===== src/rtl/ocl_bcast_seq_pkg.sv =====
// ocl_bcast_seq_pkg: shared types and constants for the OCL broadcast sequencer
package ocl_bcast_seq_pkg;
  localparam logic [7:0] BCAST_TILE      = 8'hFF;
  localparam logic [1:0] OCL_RESP_SLVERR = 2'b10;
  typedef logic [31:0] reg_data_t;
  typedef enum logic [2:0] {S_IDLE, S_AW, S_W, S_B, S_AR, S_R, S_RESP} ocl_seq_state_t;
endpackage


===== src/rtl/ocl_seq_timeout.sv =====
// ocl_seq_timeout: clear/enable wait counter with a terminal-count pulse
module ocl_seq_timeout #(
  parameter int TIMEOUT_CYCLES = 1024
) (
  input  logic clk,
  input  logic rst,
  input  logic clr,
  input  logic en,
  output logic tc
);
  localparam int TW = $clog2(TIMEOUT_CYCLES + 1);
  logic [TW-1:0] cnt_q, cnt_d;
  always_comb cnt_d = clr ? '0 : en ? cnt_q + TW'(1) : cnt_q;
  always_ff @(posedge clk) cnt_q <= rst ? '0 : cnt_d;
  assign tc = en && cnt_q == TW'(TIMEOUT_CYCLES - 1);
endmodule


===== src/rtl/ocl_bcast_seq.sv =====
// ocl_bcast_seq: routes host OCL requests to one tile or replays them across all tiles
module ocl_bcast_seq
  import ocl_bcast_seq_pkg::*;
#(
  parameter int N_TILES        = 8,
  parameter int TIMEOUT_CYCLES = 1024
) (
  input  logic               clk,
  input  logic               rst,
  input  logic [7:0]         n_tiles,
  input  logic               req_valid,
  output logic               req_ready,
  input  logic               req_write,
  input  logic [31:0]        req_addr,
  input  logic [31:0]        req_wdata,
  output logic               resp_valid,
  input  logic               resp_ready,
  output logic               resp_err,
  output logic [31:0]        resp_rdata,
  output logic [N_TILES-1:0] tile_awvalid,
  input  logic [N_TILES-1:0] tile_awready,
  output logic [N_TILES-1:0] tile_wvalid,
  input  logic [N_TILES-1:0] tile_wready,
  output logic [31:0]        tile_addr,
  output logic [31:0]        tile_wdata,
  input  logic [N_TILES-1:0] tile_bvalid,
  output logic [N_TILES-1:0] tile_bready,
  output logic [N_TILES-1:0] tile_arvalid,
  input  logic [N_TILES-1:0] tile_arready,
  input  logic [N_TILES-1:0] tile_rvalid,
  input  reg_data_t          tile_rdata [N_TILES],
  output logic [N_TILES-1:0] tile_rready
);
  localparam int CW = N_TILES > 1 ? $clog2(N_TILES) : 1;
  ocl_seq_state_t state_q, state_d;
  logic [CW-1:0] cur_q, cur_d;
  logic [7:0] cnt_q, cnt_d, id, clamp;
  logic [31:0] addr_q, addr_d, wdata_q, wdata_d, acc_q, acc_d;
  logic wr_q, wr_d, bc_q, bc_d, err_q, err_d, pend_q, pend_d;
  logic [N_TILES-1:0] sel;
  logic wait_st, hs, tc, adv, last, clr;
  assign id      = req_addr[23:16];
  assign clamp   = n_tiles > 8'(N_TILES) ? 8'(N_TILES) : n_tiles;
  assign sel     = N_TILES'(1) << cur_q;
  assign wait_st = state_q inside {S_AW, S_W, S_B, S_AR, S_R};
  assign hs      = state_q == S_AW ? tile_awready[cur_q] :
                   state_q == S_W  ? tile_wready[cur_q]  :
                   state_q == S_B  ? tile_bvalid[cur_q]  :
                   state_q == S_AR ? tile_arready[cur_q] :
                   state_q == S_R && tile_rvalid[cur_q];
  // a handshake on the terminal cycle wins over the timeout
  assign adv  = (hs && (state_q == S_B || state_q == S_R)) || (tc && !hs);
  assign last = !bc_q || 8'(cur_q) + 8'd1 == cnt_q;
  assign clr  = adv || state_d != state_q;
  ocl_seq_timeout #(.TIMEOUT_CYCLES(TIMEOUT_CYCLES)) u_tmo (
    .clk(clk), .rst(rst), .clr(clr), .en(wait_st), .tc(tc)
  );
  always_comb begin
    state_d = state_q;
    cur_d   = cur_q;
    cnt_d   = cnt_q;
    addr_d  = addr_q;
    wdata_d = wdata_q;
    acc_d   = acc_q;
    wr_d    = wr_q;
    bc_d    = bc_q;
    err_d   = err_q;
    pend_d  = 1'b0;
    case (state_q)
      S_IDLE:
        if (pend_q) state_d = S_RESP;
        else if (req_valid && req_ready) begin
          addr_d  = req_addr;
          wdata_d = req_wdata;
          wr_d    = req_write;
          cnt_d   = clamp;
          bc_d    = id == BCAST_TILE;
          acc_d   = '0;
          err_d   = 1'b0;
          if (id == BCAST_TILE) begin
            cur_d   = '0;
            state_d = clamp == 8'd0 ? S_RESP : req_write ? S_AW : S_AR;
          end else if (id < clamp) begin
            cur_d   = req_addr[16 +: CW];
            state_d = req_write ? S_AW : S_AR;
          end else begin
            err_d  = 1'b1;
            pend_d = 1'b1;
          end
        end
      S_AW:   if (hs) state_d = S_W;
      S_W:    if (hs) state_d = S_B;
      S_AR:   if (hs) state_d = S_R;
      S_R:    if (hs) acc_d = acc_q + tile_rdata[cur_q];
      S_RESP: if (resp_ready) state_d = S_IDLE;
      default: ;
    endcase
    if (adv) begin
      err_d = err_q | !hs;
      if (last) state_d = S_RESP;
      else begin
        cur_d   = cur_q + CW'(1);
        state_d = wr_q ? S_AW : S_AR;
      end
    end
  end
  always_ff @(posedge clk) begin
    if (rst) begin
      state_q <= S_IDLE;
      cur_q   <= '0;
      cnt_q   <= '0;
      addr_q  <= '0;
      wdata_q <= '0;
      acc_q   <= '0;
      wr_q    <= 1'b0;
      bc_q    <= 1'b0;
      err_q   <= 1'b0;
      pend_q  <= 1'b0;
    end else begin
      state_q <= state_d;
      cur_q   <= cur_d;
      cnt_q   <= cnt_d;
      addr_q  <= addr_d;
      wdata_q <= wdata_d;
      acc_q   <= acc_d;
      wr_q    <= wr_d;
      bc_q    <= bc_d;
      err_q   <= err_d;
      pend_q  <= pend_d;
    end
  end
  // non-current tiles always drain responses so late replies from abandoned tiles vanish
  assign req_ready    = !rst && state_q == S_IDLE && !pend_q;
  assign resp_valid   = !rst && state_q == S_RESP;
  assign resp_err     = resp_valid && err_q;
  assign resp_rdata   = resp_valid && !wr_q ? acc_q : '0;
  assign tile_awvalid = !rst && state_q == S_AW ? sel : '0;
  assign tile_wvalid  = !rst && state_q == S_W  ? sel : '0;
  assign tile_arvalid = !rst && state_q == S_AR ? sel : '0;
  assign tile_bready  = ~sel | (state_q == S_B ? sel : '0);
  assign tile_rready  = ~sel | (state_q == S_R ? sel : '0);
  assign tile_addr    = rst ? '0 : addr_q;
  assign tile_wdata   = rst ? '0 : wdata_q;
endmodule


===== config.mk =====
export PLATFORM = sky130hd
export DESIGN_NAME = ocl_bcast_seq
export DESIGN_NICKNAME = d
export VERILOG_FILES = /design/src/rtl/ocl_bcast_seq_pkg.sv /design/src/rtl/ocl_seq_timeout.sv /design/src/rtl/ocl_bcast_seq.sv
export SDC_FILE = /design/constraint.sdc
export NUM_CORES = 1
export LEC_CHECK = 0
export BUFFER_PORTS_ARGS = -buffer_cell sky130_fd_sc_hd__buf_2
export CAP_MARGIN = 30
export CORE_AREA = 10 10 190 192
export DETAILED_ROUTE_END_ITERATION = 8
export DIE_AREA = 0 0 200 202
export GPL_TIMING_DRIVEN = 0
export PLACE_DENSITY_LB_ADDON = 0.05
export SKIP_LAST_GASP = 1
export SLEW_MARGIN = 10
export SYNTH_ARGS = -nofsm -noshare
export SYNTH_HDL_FRONTEND = slang
export SYNTH_HIERARCHICAL = 1
export SYNTH_SLANG_ARGS = --single-unit

===== constraint.sdc =====
create_clock -name clk -period 10.2 [get_ports clk]
set_clock_uncertainty 0.15 [all_clocks]
set_input_delay 1.02 -clock clk [delete_from_list [all_inputs] [get_ports clk]]
set_output_delay 1.02 -clock clk [all_outputs]
set_load 0.005 [all_outputs]

==> summary.md, run 1 <==
| Metric | Value |
|---|---|
| Status | `completed` |
| Area Overhead vs Synth | `39.40%` |
| Final Hold Vio Count | `0` |
| Via density per instance | `4.928` |
| Kind of critical path | `flop to flop` |
| Max-Cap Viols | `0` |
| Top cells by area, synth | `dfxtp_1 (26%), mux4_2 (17%), nand2_1 (12%)` |
| Critical Path RT | `10.37 ns` |
| Post-Syn Area | `0.009528 mm²` |
| Ys flop type | `dfxtp_1` |
| Post-synth EDFFs | `0` |
| Worst Max-Slew Pin Slew | `0.9067 ns` |
| Post-CTS setup buffers | `0` |
| Min-Delay Startpoint | `addr_q[31]` |
| Slew Limit Headroom | `0.3909` |
| Placed cells | `2136` |
| Synthesis-stage register bit count | `125` |
| Port Buffer Count | `511` |
| Crit path max fanout | `10` |
| Clk pwr share | `0.334` |
| TNS Setup | `0 ns` |
| Hpwl dp | `38780 µm` |
| GPL Wtd Cong | `0.8645` |
| Max Fclk | `0.1761 GHz` |
| RSZ-0062 raised after global routing | `no` |
| Switching portion of total power | `0.3534` |
| Final #Nets | `2132` |
| First-pass GRT wire length | `67990 µm` |
| Worst-path clk slew | `0.07 ns` |
| Origin of the critical flop-to-flop path | `cur_q[1]` |
| WL per Instance | `21.23 µm` |
| Die X | `200 µm` |
| PwrDens | `138.2 mW/mm²` |
| Min Tclk post-route | `5.679 ns` |
| Largest area contributor in the synthesized netlist | `dfxtp_1` |
| Clock Root Buffer | `clkbuf_16` |
| CP startpoint kind | `flop` |
| H-Tree Depth | `4` |
| Comb power frac | `0.363` |
| Worst Hold End | `addr_q[31]` |
| Worst-skew pair later-pin latency | `0.42 ns` |
| GR Util met2 | `0.3925` |
| Die height | `202 µm` |
| Grt peak-use layer | `met2` |
| Grt ovf | `0` |
| Area share of the largest cell type after synthesis | `0.2626` |
| Hold Path Cell Cnt | `2` |
| Clk buf depth | `2` |
| Routing usage on met3 | `0.07393` |
| Drt pass-1 iters | `5` |
| Post-route ant nets | `0` |
| Lkg Pwr | `6.023 nW` |
| Netlist cell types | `70` |
| Internal power | `1.187 mW` |
| DRC Markers | `0` |
| Period utilisation layout | `0.5568` |
| Total number of vias | `10730` |
| Top cells by count, synth | `nand2_1 (304), dfxtp_1 (125), a21oi_1 (115)` |
| GRT Total Usage | `0.2204` |
| R2R cell count | `16` |
| Placeable Area | `0.03229 mm²` |
| Count of non-filler cells in the finished layout | `2177` |
| Final WL | `46230 µm` |
| Arrival time at the worst endpoint | `5.85 ns` |
| Share of layout cells above drive strength 1 | `0.3650` |
| Initial Util | `0.2951` |
| CTS Buf Count | `17` |
| Register share of total power | `0.304` |
| Peak VDD IR | `0.09000 mV` |
| Number of global-route vias before repair | `11060` |
| Gate count after technology mapping | `1178` |
| Final Setup Violations | `0` |
| Crit path capture type | `flop` |
| M1 GR Usage | `0.2439` |
| Average size of a mapped cell | `8.088 µm²` |
| Initial DRC Count | `613` |
| Final count of pins violating max slew | `0` |
| Synth warnings | `6` |
| Clock sinks | `125` |
| # hold bufs at CTS | `0` |
| Worst R2R End | `acc_q[24]` |
| IO Count | `512` |
| Switching power | `0.6485 mW` |
| Die area | `0.04040 mm²` |
| Synth async-reset ratio | `0` |
| Hold WC Path Type | `flop to flop` |
| Flop-to-flop setup slack | `4.52 ns` |
| Top-count cell post-synth | `nand2_1` |
| Post-cts sizing count | `0` |
| Initial antenna violation count | `19` |
| Sequential area share after synthesis | `0.2626` |
| CTS tree | `done` |
| Largest net degree at the start of global routing | `17` |
| # rows | `66` |
==> power groups by stage <==
| stage | clock network [mW] | registers [mW] | logic, mW |
|---|---|---|---|
| 5_1_grt | 0.647 | 0.563 | 0.746 |
| 4_1_cts | 0.629 | 0.557 | 0.675 |
| 6_report | 0.613 | 0.557 | 0.666 |
| 3_5_place_dp | 0 | 0.567 | 0.671 |
| 3_3_place_gp | 0 | 0.566 | 0.667 |
| 2_1_floorplan | 0 | 0.560 | 0.425 |
==> per-stage QoR <==
step	instance area, µm²	power [mW]	hold slack (ns)	setup slack (ns)	utilization
floorplan	9539	0.9850	0.2802	5.710	-
finish	13280	1.835	0.2975	4.521	0.4113
global placement	12650	1.233	0.2867	4.549	0.3918
detailed placement	12680	1.239	0.2917	4.562	0.3927
global route	13270	1.956	0.3130	4.170	0.4110
CTS	13260	1.861	0.3004	4.550	0.4106
==> worst max-delay path by stage <==
stage                     slack, ns        end  depth (start not counted)      from
final                          4.52  acc_q[24]                         16  cur_q[1]
after global routing           4.17  acc_q[24]                         16  cur_q[1]
after CTS                      4.55  acc_q[24]                         16  cur_q[1]
after detailed placement       4.56  acc_q[24]                         16  cur_q[1]
after global placement         4.55  acc_q[24]                         16  cur_q[1]
after floorplan                5.71  acc_q[30]                         17  cur_q[0]
==> registers in the layout, indices dropped and copies added (netlist names) <==
signal       cells
wr_q             1
cnt_q            8
addr_q          32
cur_q            3
wdata_q         32
pend_q           1
bc_q             1
acc_q           32
state_q          3
u_tmo/cnt_q     11
err_q            1
==> layer usage <==
layer,vias to the layer above,share of wire
met5,-,0.0016
li1,5245,-
met2,355,0.50
met1,5073,0.39
met3,42,0.087
met4,14,0.013
==> critical path, stage by stage (launching register included) <==
cell and delay [ns]:
dfxtp_1 0.48, buf_2 0.36, buf_1 0.64, clkbuf_1 0.72
mux4_2 0.40, nand2_1 0.07, nand2_1 0.08, ha_1 0.23
fa_1 0.42, a21o_1 0.21, a31oi_1 0.32, nor2_1 0.22
a211oi_1 0.52, o21ai_0 0.26, a21oi_1 0.22, mux2i_1 0.21
nand2_1 0.06
==> final cells by class <==
cell class / instances / area, µm²
fillers: 3505 / 19010
clock buffers: 22 / 464.2
diodes: 9 / 22.52
flip-flops and latches: 125 / 2502
clock inverters: 10 / 115.1
repair buffers: 513 / 2587
inverters: 18 / 67.56
well taps: 442 / 553.0
plain buffers: 76 / 314.1
multi-input cells: 962 / 6655
==> cells in the final DEF (no fill, tap or decap), types with 4 or more instances in the layout <==
cell       Yosys  final
mux4_2        70     70
a31oi_1        6      6
clkbuf_16      0     17
a221oi_1       4      4
nand2_1      304    304
nand3_1       29     29
buf_2          4    515
a211oi_1       8      8
mux4_1         4      4
xor2_1        20     20
xnor2_1       13     13
nand2b_1       5      5
nor3_1        13     13
nor2_1        69     69
o31ai_1        6      6
diode_2        0      9
ha_1          45     45
buf_1         16     16
or3_1          8      8
nor3b_1        4      4
dfxtp_1      125    125
a21oi_1      115    115
o21ai_0       34     34
and2_1        40     40
o211ai_1       4      4
a21o_1        13     13
nor2b_1       69     69
inv_1         17     17
conb_1         1      4
clkbuf_1      54     57
nand4_1        9      9
a22oi_1        4      4
==> cell families after synthesis <==
logic type / share of synthesized area
simple gates: 0.2772
compound gates: 0.1462
flops: 0.2626
buf+inv: 0.04005
mux: 0.1820
fa+ha+maj: 0.06120
xor+xnor: 0.03034
other cells: 0.0003936
Note: power is estimated with default switching activity, not from simulation.
==> run 2, diff against run 1 <==
ABC_AREA = 1   (was default)
CORE_AREA = 10 10 192 194   (was 10 10 190 192)
DIE_AREA = 0 0 202 204   (was 0 0 200 202)
clock period = 5.8 ns   (was 10.2 ns; I/O delays follow)
==> run 2 against run 1 <==
  * Setup slack got worse by 3.9 ns
  * Critical path depth increased by 3
  * Sequential share of layout area down 1.0 points
  * Register-to-register slack lost 3.9 ns
  * Global-route usage grew 5.2 points
  * Hold slack worse by 0.033 ns
  * Combinational power grew 150%
  * Design area increased by 5.9%
  * Largest cell class unchanged
  * Largest power group unchanged
  * Highest routed layer unchanged
==> summary.md, run 2 <==
| Metric | Value |
|---|---|
| Gate count after technology mapping | `1764` |
| Kind of critical path | `flop to flop` |
| Most frequent cells in the layout | `buf_2 (529), nor2_1 (445), nand2_1 (237)` |
| Hold WC Path Type | `primary input to flop` |
| Slew Limit Headroom | `0.3592` |
| # rows | `67` |
| Switching portion of total power | `0.4377` |
| Post-CTS setup buffers | `0` |
| Crit path launch | `cur_q[0]` |
| Top cells by count, synth | `nor2_1 (445), nand2_1 (237), o21ai_0 (233)` |
| Clock sinks | `125` |
| Internal power | `2.138 mW` |
| Highest metal layer with signal wires | `met5` |
| CP startpoint kind | `flop` |
| R2R cell count | `19` |
| Hpwl dp | `49390 µm` |
| Post-Syn Area | `0.01028 mm²` |
| Sequential area share after synthesis | `0.2433` |
| Worst-path clk slew | `0.08 ns` |
| Min Tclk post-route | `5.146 ns` |
| Final count of pins violating max slew | `0` |
| Ys flop type | `dfxtp_1` |
| PwrDens | `270.3 mW/mm²` |
| Synthesis-stage register bit count | `125` |
| IO Count | `512` |
| Clk buf depth | `2` |
| DRC Markers | `0` |
| Lkg Pwr | `6.953 nW` |
| Number of global-route vias before repair | `13880` |
| Die X | `202 µm` |
| GPL Wtd Cong | `0.9506` |
| Peak VDD IR | `0.1471 mV` |
| Average size of a mapped cell | `5.830 µm²` |
| # hold bufs at CTS | `0` |
| Top cells by area, synth | `dfxtp_1 (24%), nor2_1 (16%), o21ai_0 (11%)` |
| Synth async-reset ratio | `0` |
| Biggest regs | `acc_q (32), addr_q (32), wdata_q (32)` |
| RSZ-0062 raised after global routing | `no` |
| M1 WL | `24400 µm` |
| Final Hold Vio Count | `0` |
| Worst-skew pair later-pin latency | `0.43 ns` |
| Most common cell after layout, fill and taps aside | `buf_2` |
| Area Overhead vs Synth | `36.75%` |
| Crit path max fanout | `10` |
| CTS tree | `done` |
| Area share of the largest cell type after synthesis | `0.2433` |
| Switching power | `1.664 mW` |
| GRT Total Usage | `0.2727` |
| TNS Setup | `0 ns` |
| Worst R2R End | `acc_q[21]` |
| Met3 routed WL | `4773 µm` |
| Critical Path RT | `5.95 ns` |
| Total number of vias | `13990` |
| Arrival time at the worst endpoint | `5.29 ns` |
| Initial Util | `0.3106` |
| Top-count cell post-synth | `nor2_1` |
| Final Setup Violations | `0` |
| Met2 wire len | `28120 µm` |
| Grt ovf | `0` |
| Post-cts sizing count | `0` |
| Die height | `204 µm` |
| Placeable Area | `0.03311 mm²` |
| Core Util, Final | `0.4248` |
| Post-synth EDFFs | `0` |
| Clk pwr share | `0.292` |
| Post-route ant nets | `0` |
| H-Tree Depth | `4` |
| Worst Hold End | `addr_q[26]` |
| Final #Nets | `2716` |
| Max-Cap Viols | `0` |
| Initial DRC Count | `944` |
| Origin of the critical flop-to-flop path | `cur_q[0]` |
| Comb power frac | `0.434` |
| Worst Max-Slew Pin Slew | `0.9612 ns` |
| Final hold slack | `0.2641 ns` |
| Hold Path Cell Cnt | `3` |
| Clock Root Buffer | `clkbuf_16` |
| Largest net degree at the start of global routing | `18` |
| Final WL | `58950 µm` |
| Largest area contributor in the synthesized netlist | `dfxtp_1` |
| Max Fclk | `0.1943 GHz` |
| Min-Delay Startpoint | `req_addr[26]` |
| Netlist cell types | `52` |
| CTS Buf Count | `17` |
| Synth warnings | `6` |
| Register share of total power | `0.274` |
| WL per Instance | `21.26 µm` |
| Die area | `0.04121 mm²` |
| Share of layout cells above drive strength 1 | `0.2610` |
| Port Buffer Count | `511` |
| Drt pass-1 iters | `7` |
| Period utilisation layout | `0.8872` |
| Flop-to-flop setup slack | `0.65 ns` |
| Crit path capture type | `flop` |
| Status | `completed` |
| First-pass GRT wire length | `86330 µm` |
| Initial antenna violation count | `17` |
| Via density per instance | `5.044` |
run 2: cell types whose count changed after synthesis, sizes merged, moves of 33 or more:
cell,change
nor2,+383
o21ai,+207
inv,+174
mux4,-74
nor2b,-69
nand2,-61
and2,-39
a21oi,+35
a31oi,+33
run 2: worst max path at each step:
stage / end / slack [ns] / cells past startpoint
after floorplan: acc_q[21] / 2.37 / 19
after global placement: acc_q[21] / 0.78 / 18
after detailed placement: acc_q[21] / 0.80 / 19
after CTS: acc_q[21] / 0.79 / 19
after global routing: acc_q[22] / 0.35 / 23
final: acc_q[21] / 0.65 / 19
run 2: stage by stage:
step	cell area (µm²)	setup WS, ns	total power [mW]	instances
floorplan	10300	2.374	2.078	1767
global placement	13410	0.7813	2.678	2726
detailed placement	13410	0.7993	2.692	2726
CTS	14030	0.7899	3.817	2758
global route	14060	0.3521	4.054	2770
finish	14060	0.6541	3.802	2773
run 2: critical path, cell delays in order (launching register included):
cell      delay, ns
dfxtp_1        0.38
buf_6          0.17
buf_4          0.23
buf_2          0.30
clkbuf_1       0.39
buf_2          0.40
nor2_1         0.10
o22ai_1        0.26
nor2_1         0.09
a31oi_1        0.32
ha_1           0.35
a21oi_1        0.14
nand2_1        0.14
a31oi_1        0.32
o21ai_1        0.22
a21boi_0       0.42
o21ai_0        0.23
or2_0          0.24
nand3_1        0.07
a21oi_1        0.06
run 2: metal layers:
metal	vias to the layer above	track usage
li1	6851	-
met1	6427	0.3169
met2	601	0.4728
met3	100	0.07656
met4	8	0.09128
met5	-	0
run 2: cell families after synthesis:
family | after synthesis | share of synthesized area
adder cells (fa/ha/maj) | 46 | 0.05669
AND/OR/NAND/NOR | 784 | 0.3109
other | 1 | 0.0003646
buffers and inverters | 299 | 0.1170
AO/OA/AOI/OAI | 494 | 0.2589
XOR/XNOR | 15 | 0.01277
flip-flops | 125 | 0.2433
run 2: cell type report:
| cell class | instances | area [µm²] |
|---|---|---|
| tap | 448 | 560.5 |
| buffer | 104 | 469.2 |
| clock inverter | 15 | 187.7 |
| antenna | 15 | 37.54 |
| multi-input combinational | 1343 | 6590 |
| sequential | 125 | 2502 |
| fill | 3858 | 19050 |
| timing repair buffer | 511 | 2557 |
| inverter | 195 | 734.5 |
| clock buffer | 17 | 425.4 |
run 2: power groups by stage:
| stage | Clock (mW) | Sequential (mW) | Combinational [mW] |
|---|---|---|---|
| 6_report | 1.11 | 1.04 | 1.65 |
| 2_1_floorplan | 0 | 1.05 | 1.03 |
| 4_1_cts | 1.13 | 1.04 | 1.64 |
| 5_1_grt | 1.16 | 1.06 | 1.84 |
| 3_3_place_gp | 0 | 1.06 | 1.62 |
| 3_5_place_dp | 0 | 1.06 | 1.63 |
